## src/rtl/arrow_scheduler.sv

```systemverilog
// Arrow sprite slot allocator and lifetime sequencer.
// Hands spawn requests to free sprite slots, ages live arrows once per frame,
// and retires them on timeout (miss) or on a matching player hit in the window.
module arrow_scheduler #(
  parameter int NUM_SLOTS = 4,
  parameter int LIFETIME  = 180,
  parameter int HIT_LO    = 168,
  parameter int HIT_HI    = 179
) (
  input  logic                   clk,
  input  logic                   rst,
  input  logic [10:0]            hcount_in,
  input  logic [9:0]             vcount_in,
  input  logic                   spawn_valid_in,
  input  logic [1:0]             spawn_direction_in,
  input  logic [2:0]             spawn_speed_in,
  output logic                   spawn_ready_out,
  input  logic                   hit_valid_in,
  input  logic [1:0]             hit_direction_in,
  output logic [NUM_SLOTS-1:0]   slot_valid_out,
  output logic [2*NUM_SLOTS-1:0] slot_direction_out,
  output logic [3*NUM_SLOTS-1:0] slot_speed_out,
  output logic                   hit_out,
  output logic                   whiff_out,
  output logic                   miss_out,
  output logic [15:0]            hit_count_out,
  output logic [15:0]            miss_count_out
);

  // DRAIN keeps valid low across a frame tick so the sprite reloads its start position
  typedef enum logic [1:0] {
    SLOT_FREE   = 2'd0,
    SLOT_ACTIVE = 2'd1,
    SLOT_DRAIN  = 2'd2
  } slot_state_t;

  localparam logic [7:0] AGE_LAST = 8'(LIFETIME - 1);
  localparam logic [7:0] AGE_LO   = 8'(HIT_LO);
  localparam logic [7:0] AGE_HI   = 8'(HIT_HI);

  slot_state_t state_q [NUM_SLOTS];
  slot_state_t state_d [NUM_SLOTS];
  logic [7:0]  age_q   [NUM_SLOTS];
  logic [7:0]  age_d   [NUM_SLOTS];
  logic [1:0]  dir_q   [NUM_SLOTS];
  logic [1:0]  dir_d   [NUM_SLOTS];
  logic [2:0]  spd_q   [NUM_SLOTS];
  logic [2:0]  spd_d   [NUM_SLOTS];

  logic        hit_q, hit_d;
  logic        whiff_q, whiff_d;
  logic        miss_q, miss_d;
  logic [15:0] hit_cnt_q, hit_cnt_d;
  logic [15:0] miss_cnt_q, miss_cnt_d;
  logic [16:0] miss_sum;
  logic [3:0]  miss_inc;

  logic        frame_tick;
  logic        spawn_found;
  int          spawn_idx;
  logic        hit_found;
  int          hit_idx;
  logic [7:0]  best_age;
  logic        spawn_fire;
  logic        hit_fire;

  assign frame_tick      = (hcount_in == 11'd0) && (vcount_in == 10'd0);
  assign spawn_ready_out = spawn_found & ~rst;
  assign spawn_fire      = spawn_valid_in & spawn_ready_out;
  assign hit_fire        = hit_valid_in & hit_found;

  // Pick the lowest free slot for spawning and the oldest in-window matching arrow for a hit
  always_comb begin
    spawn_found = 1'b0;
    spawn_idx   = 0;
    hit_found   = 1'b0;
    hit_idx     = 0;
    best_age    = 8'd0;
    for (int i = NUM_SLOTS - 1; i >= 0; i--) begin
      if (state_q[i] == SLOT_FREE) begin
        spawn_found = 1'b1;
        spawn_idx   = i;
      end
    end
    for (int i = 0; i < NUM_SLOTS; i++) begin
      if ((state_q[i] == SLOT_ACTIVE) && (dir_q[i] == hit_direction_in) &&
          (age_q[i] >= AGE_LO) && (age_q[i] <= AGE_HI) &&
          (!hit_found || (age_q[i] > best_age))) begin
        hit_found = 1'b1;
        hit_idx   = i;
        best_age  = age_q[i];
      end
    end
  end

  // Per-slot lifecycle: spawn capture, frame ageing, hit/timeout retirement, drain release
  always_comb begin
    miss_inc = 4'd0;
    for (int i = 0; i < NUM_SLOTS; i++) begin
      state_d[i] = state_q[i];
      age_d[i]   = age_q[i];
      dir_d[i]   = dir_q[i];
      spd_d[i]   = spd_q[i];
      case (state_q[i])
        SLOT_FREE: begin
          if (spawn_fire && (spawn_idx == i)) begin
            state_d[i] = SLOT_ACTIVE;
            age_d[i]   = 8'd0;
            dir_d[i]   = spawn_direction_in;
            spd_d[i]   = spawn_speed_in;
          end
        end
        SLOT_ACTIVE: begin
          if (hit_fire && (hit_idx == i)) begin
            state_d[i] = SLOT_DRAIN;
          end else if (frame_tick) begin
            if (age_q[i] == AGE_LAST) begin
              state_d[i] = SLOT_DRAIN;
              miss_inc   = miss_inc + 4'd1;
            end else begin
              age_d[i] = age_q[i] + 8'd1;
            end
          end
        end
        SLOT_DRAIN: begin
          if (frame_tick) begin
            state_d[i] = SLOT_FREE;
          end
        end
        default: state_d[i] = SLOT_FREE;
      endcase
    end
  end

  // Judgement pulses and saturating score counters
  always_comb begin
    hit_d      = hit_fire;
    whiff_d    = hit_valid_in & ~hit_found;
    miss_d     = (miss_inc != 4'd0);
    hit_cnt_d  = hit_cnt_q;
    if (hit_fire && (hit_cnt_q != 16'hFFFF)) begin
      hit_cnt_d = hit_cnt_q + 16'd1;
    end
    miss_sum   = {1'b0, miss_cnt_q} + {13'd0, miss_inc};
    miss_cnt_d = miss_sum[16] ? 16'hFFFF : miss_sum[15:0];
  end

  // State registers with asynchronous clear
  always_ff @(posedge clk or posedge rst) begin
    if (rst) begin
      for (int i = 0; i < NUM_SLOTS; i++) begin
        state_q[i] <= SLOT_FREE;
        age_q[i]   <= 8'd0;
        dir_q[i]   <= 2'd0;
        spd_q[i]   <= 3'd0;
      end
      hit_q      <= 1'b0;
      whiff_q    <= 1'b0;
      miss_q     <= 1'b0;
      hit_cnt_q  <= 16'd0;
      miss_cnt_q <= 16'd0;
    end else begin
      for (int i = 0; i < NUM_SLOTS; i++) begin
        state_q[i] <= state_d[i];
        age_q[i]   <= age_d[i];
        dir_q[i]   <= dir_d[i];
        spd_q[i]   <= spd_d[i];
      end
      hit_q      <= hit_d;
      whiff_q    <= whiff_d;
      miss_q     <= miss_d;
      hit_cnt_q  <= hit_cnt_d;
      miss_cnt_q <= miss_cnt_d;
    end
  end

  // Pack per-slot registers onto the sprite bank buses
  always_comb begin
    slot_valid_out     = '0;
    slot_direction_out = '0;
    slot_speed_out     = '0;
    for (int i = 0; i < NUM_SLOTS; i++) begin
      slot_valid_out[i]            = (state_q[i] == SLOT_ACTIVE);
      slot_direction_out[2*i +: 2] = dir_q[i];
      slot_speed_out[3*i +: 3]     = spd_q[i];
    end
  end

  assign hit_out        = hit_q;
  assign whiff_out      = whiff_q;
  assign miss_out       = miss_q;
  assign hit_count_out  = hit_cnt_q;
  assign miss_count_out = miss_cnt_q;

endmodule

```

## config.mk

```make
export PLATFORM = sky130hd
export DESIGN_NAME = arrow_scheduler
export DESIGN_NICKNAME = d
export VERILOG_FILES = /design/src/rtl/arrow_scheduler.sv
export SDC_FILE = /design/constraint.sdc
export NUM_CORES = 1
export LEC_CHECK = 0
export CORE_MARGIN = 2
export CORE_UTILIZATION = 30
export DETAILED_ROUTE_END_ITERATION = 10
export PLACE_DENSITY = 0.57
export SYNTH_ARGS = -nofsm -noshare
export SYNTH_HDL_FRONTEND = slang
export SYNTH_SLANG_ARGS = --single-unit
export TNS_END_PERCENT = 10
```

## constraint.sdc

```tcl
create_clock -name clk -period 14.7 [get_ports clk]
set_input_delay 2.205 -clock clk [delete_from_list [all_inputs] [get_ports clk]]
set_output_delay 2.205 -clock clk [all_outputs]
set_load 0.005 [all_outputs]
```

==> results by group <==
Place
  • Final Wtd Congestion: approximately 0.87
  • IO Port Bufs: 91
  • Detailed Place HPWL: 11.6 mm
  • Area post-placement: 7260 µm²

Logic synthesis
  • Synth Cell Area: between 6000 and 7000 µm²
  • Register area share after synthesis: 0.391
  • Library cells used by synthesis: 69
  • Synth Flop Type: dfrtp_1
  • Synth area leader: dfrtp_1
  • Syn. warnings: 0
  • Avg Cell Area, Syn: 8.96 µm²
  • Yosys reg bits: 95
  • EDFF count, synth: 0
  • Most common cell in the netlist: nand2_1
  • Synth top area cells: dfrtp_1 (39%), ha_1 (8.2%), nand2_1 (7.3%), xnor2_1 (5.9%), nor2_1 (3.6%)
  • Commonest cells post-synth: nand2_1 (119), dfrtp_1 (95), nor2_1 (58)
  • Synth Instances: 679
  • Share of the synthesized area in the top cell type: 0.391
  • Ys async rst share: 1.00

Floorplanning
  • Initial Utilization: 0.303
  • Die H: approximately 150 µm
  • Core Rows: 52
  • Core Box Area: 20,000 µm²
  • Chip Width: between 100 and 150 µm
  • Die ar.: 21,400 µm²
  • Num ports: 92

CTS
  • CTS tree: yes
  • Clk buf depth: 2
  • H-Tree Depth: 3
  • Clk root buf: clkbuf_16
  • Post-CTS Hold Buffers: 0
  • Clock insertion delay at the later pin of the skew report: between 0.3 and 0.4 ns
  • Clock slew seen by the registers of the worst setup and hold paths: around 0.08 ns
  • CTS resizes: 0
  • TritonCTS Buffers: 9
  • Sink Count: 95
  • Setup Fix Bufs, Post-CTS: 0

Worst setup path
  • Type of the worst setup path: in2reg
  • Data arrival time of the worst path: 13.00 ns
  • Register-to-Register Path Depth: 45
  • Worst Setup Start Kind: primary input
  • Most frequent CP cell: ha_1
  • Req. time, crit path: 14.99 ns
  • Slowest-stage cell, CP: nor4_2
  • CP endpoint kind: register
  • Slowest cell delay on critical path: 1.05 ns
  • Worst Path Max Fanout: 13

GRT
  • Total gr overflow: 0
  • Largest net degree at the start of global routing: 58
  • Global-route usage over all layers: 0.149
  • Global-route wire length before repair: 25.5 mm
  • Initial antenna violation count: 0
  • Vias in the first global route: 4,842

Layout
  • Nets: approximately 840
  • Core Util, Final: 0.378
  • Area Growth Syn to Fin: 24.5%
  • Finished Cell Area: 7570 µm²
  • Number of antenna repair diodes: 0
  • Layout cells sized above 1: 0.0807

Timing
  • Rel. slew slack: 0.189
  • Fmax: 78.7 MHz
  • Final setup skew: approximately 0.011 ns
  • Fin. Hold Viols: 0
  • Final Critical Period: 12.71 ns
  • Setup TNS: 0 ns
  • Slew Limit Fails: 0
  • Worst-margin pin slew: 1.21 ns
  • Fin crit share: 0.864
  • RSZ-0062 raised after global routing: no
  • Setup Viol. Count Final: 0

Detailed routing
  • Vias per cell: 4.76
  • Final wirelength: 15.3 mm
  • Initial DRC Count: approximately 230
  • Vias post-DR: roughly 5,000
  • # DRC: 0
  • Post-route ant nets: 0
  • WL/cell: 14.8 µm
  • Drt first pass iters: 5

Min path
  • Hold path cells: 2
  • Worst Hold Class: reg2reg

Job
  • Max-Cap Viols: 0

Power
  • P per Cell Area: roughly 100 nW/µm²
  • Leak pwr: about 3.3 nW
  • Peak supply drop: 0.0565 mV

Status
  • Status: finished, final reports clean
==> logic make-up (layout without fill, tap and decap cells) <==
| logic type | Yosys count | in the layout | synth area share |
|---|---|---|---|
| adder cells (fa/ha/maj) | 41 | 41 | 0.0856 |
| multiplexers | 15 | 15 | 0.0270 |
| other | 1 | 3 | 0.000617 |
| AND/OR/NAND/NOR | 317 | 317 | 0.262 |
| AO/OA/AOI/OAI | 101 | 101 | 0.115 |
| buffers and inverters | 55 | 142 | 0.0405 |
| flip-flops | 95 | 95 | 0.391 |
| XOR/XNOR | 54 | 54 | 0.0790 |
==> layer usage <==
metal	global-route usage	wire length, µm
met1	0.198	7290
met2	0.246	7330
met3	0.0294	493
met4	0.0442	227
met5	0	0
==> worst max-delay path: cells and delay by family <==
family | cells | cell delay (ns)
simple gates | 18 | 4.45
compound gates | 13 | 2.54
fa+ha+maj | 7 | 2.25
buf+inv | 4 | 0.83
mux | 2 | 0.58
xor+xnor | 1 | 0.14
==> cell usage in the layout, fill, tap and decap left out, types with 12 or more instances in the layout <==
cell type and count:
xnor2_1 41, nand4_1 16, nor2_1 58, clkdlybuf4s50_1 91, nand3_1 34, a21oi_1 32, nand2_1 119, inv_1 27
dfrtp_1 95, o21ai_0 22, nor3_1 15, xor2_1 12, ha_1 40
==> sequential cells by signal, indices dropped and copies added (netlist names) <==
| name | count |
|---|---|
| age_q | 32 |
| hit_count_out | 16 |
| hit_out | 1 |
| miss_count_out | 16 |
| miss_out | 1 |
| slot_direction_out | 8 |
| slot_speed_out | 12 |
| state_q | 8 |
| whiff_out | 1 |
==> through the flow <==
step | total power [mW] | std cells | hold slack, ns | setup slack [ns]
2_1_floorplan | 0.428 | 681 | 0.470 | 3.84
3_5_place_dp | 0.522 | 1022 | 0.467 | 1.63
3_3_place_gp | 0.520 | 1022 | 0.467 | 1.94
4_1_cts | 0.773 | 1038 | 0.489 | 1.99
5_1_grt | 0.805 | 1038 | 0.509 | 0.796
6_report | 0.762 | 1038 | 0.488 | 1.99
==> final timing paths <==
check / end / slack (ns) / start
max: miss_count_out[0] / 1.99 / hit_direction_in[0]
min: slot_speed_out[5] / 0.49 / slot_speed_out[5]
max reg2reg: miss_count_out[0] / 3.76 / age_q[25]
min reg2reg: slot_speed_out[5] / 0.49 / slot_speed_out[5]
max in group asynchronous: age_q[17] / 11.29 / rst
min in group asynchronous: slot_speed_out[9] / 2.25 / rst
==> area by class of cell <==
cell class / instances / area, µm²
fill: 2097 / 12500
clock inverter: 7 / 81.3
timing repair buffer: 96 / 948
multi-input combinational: 531 / 3480
sequential: 95 / 2380
tap: 270 / 338
clock buffer: 9 / 225
inverter: 30 / 119
==> report_power, final <==
part	total, mW	switching (mW)	leakage [nW]	internal [mW]
Combinational	0.187	0.0859	1.90	0.101
Clock	0.247	0.125	0.150	0.122
Sequential	0.328	0.0347	1.24	0.293
Total	0.762	0.245	3.28	0.517
Note: power is estimated with default switching activity, not from simulation.
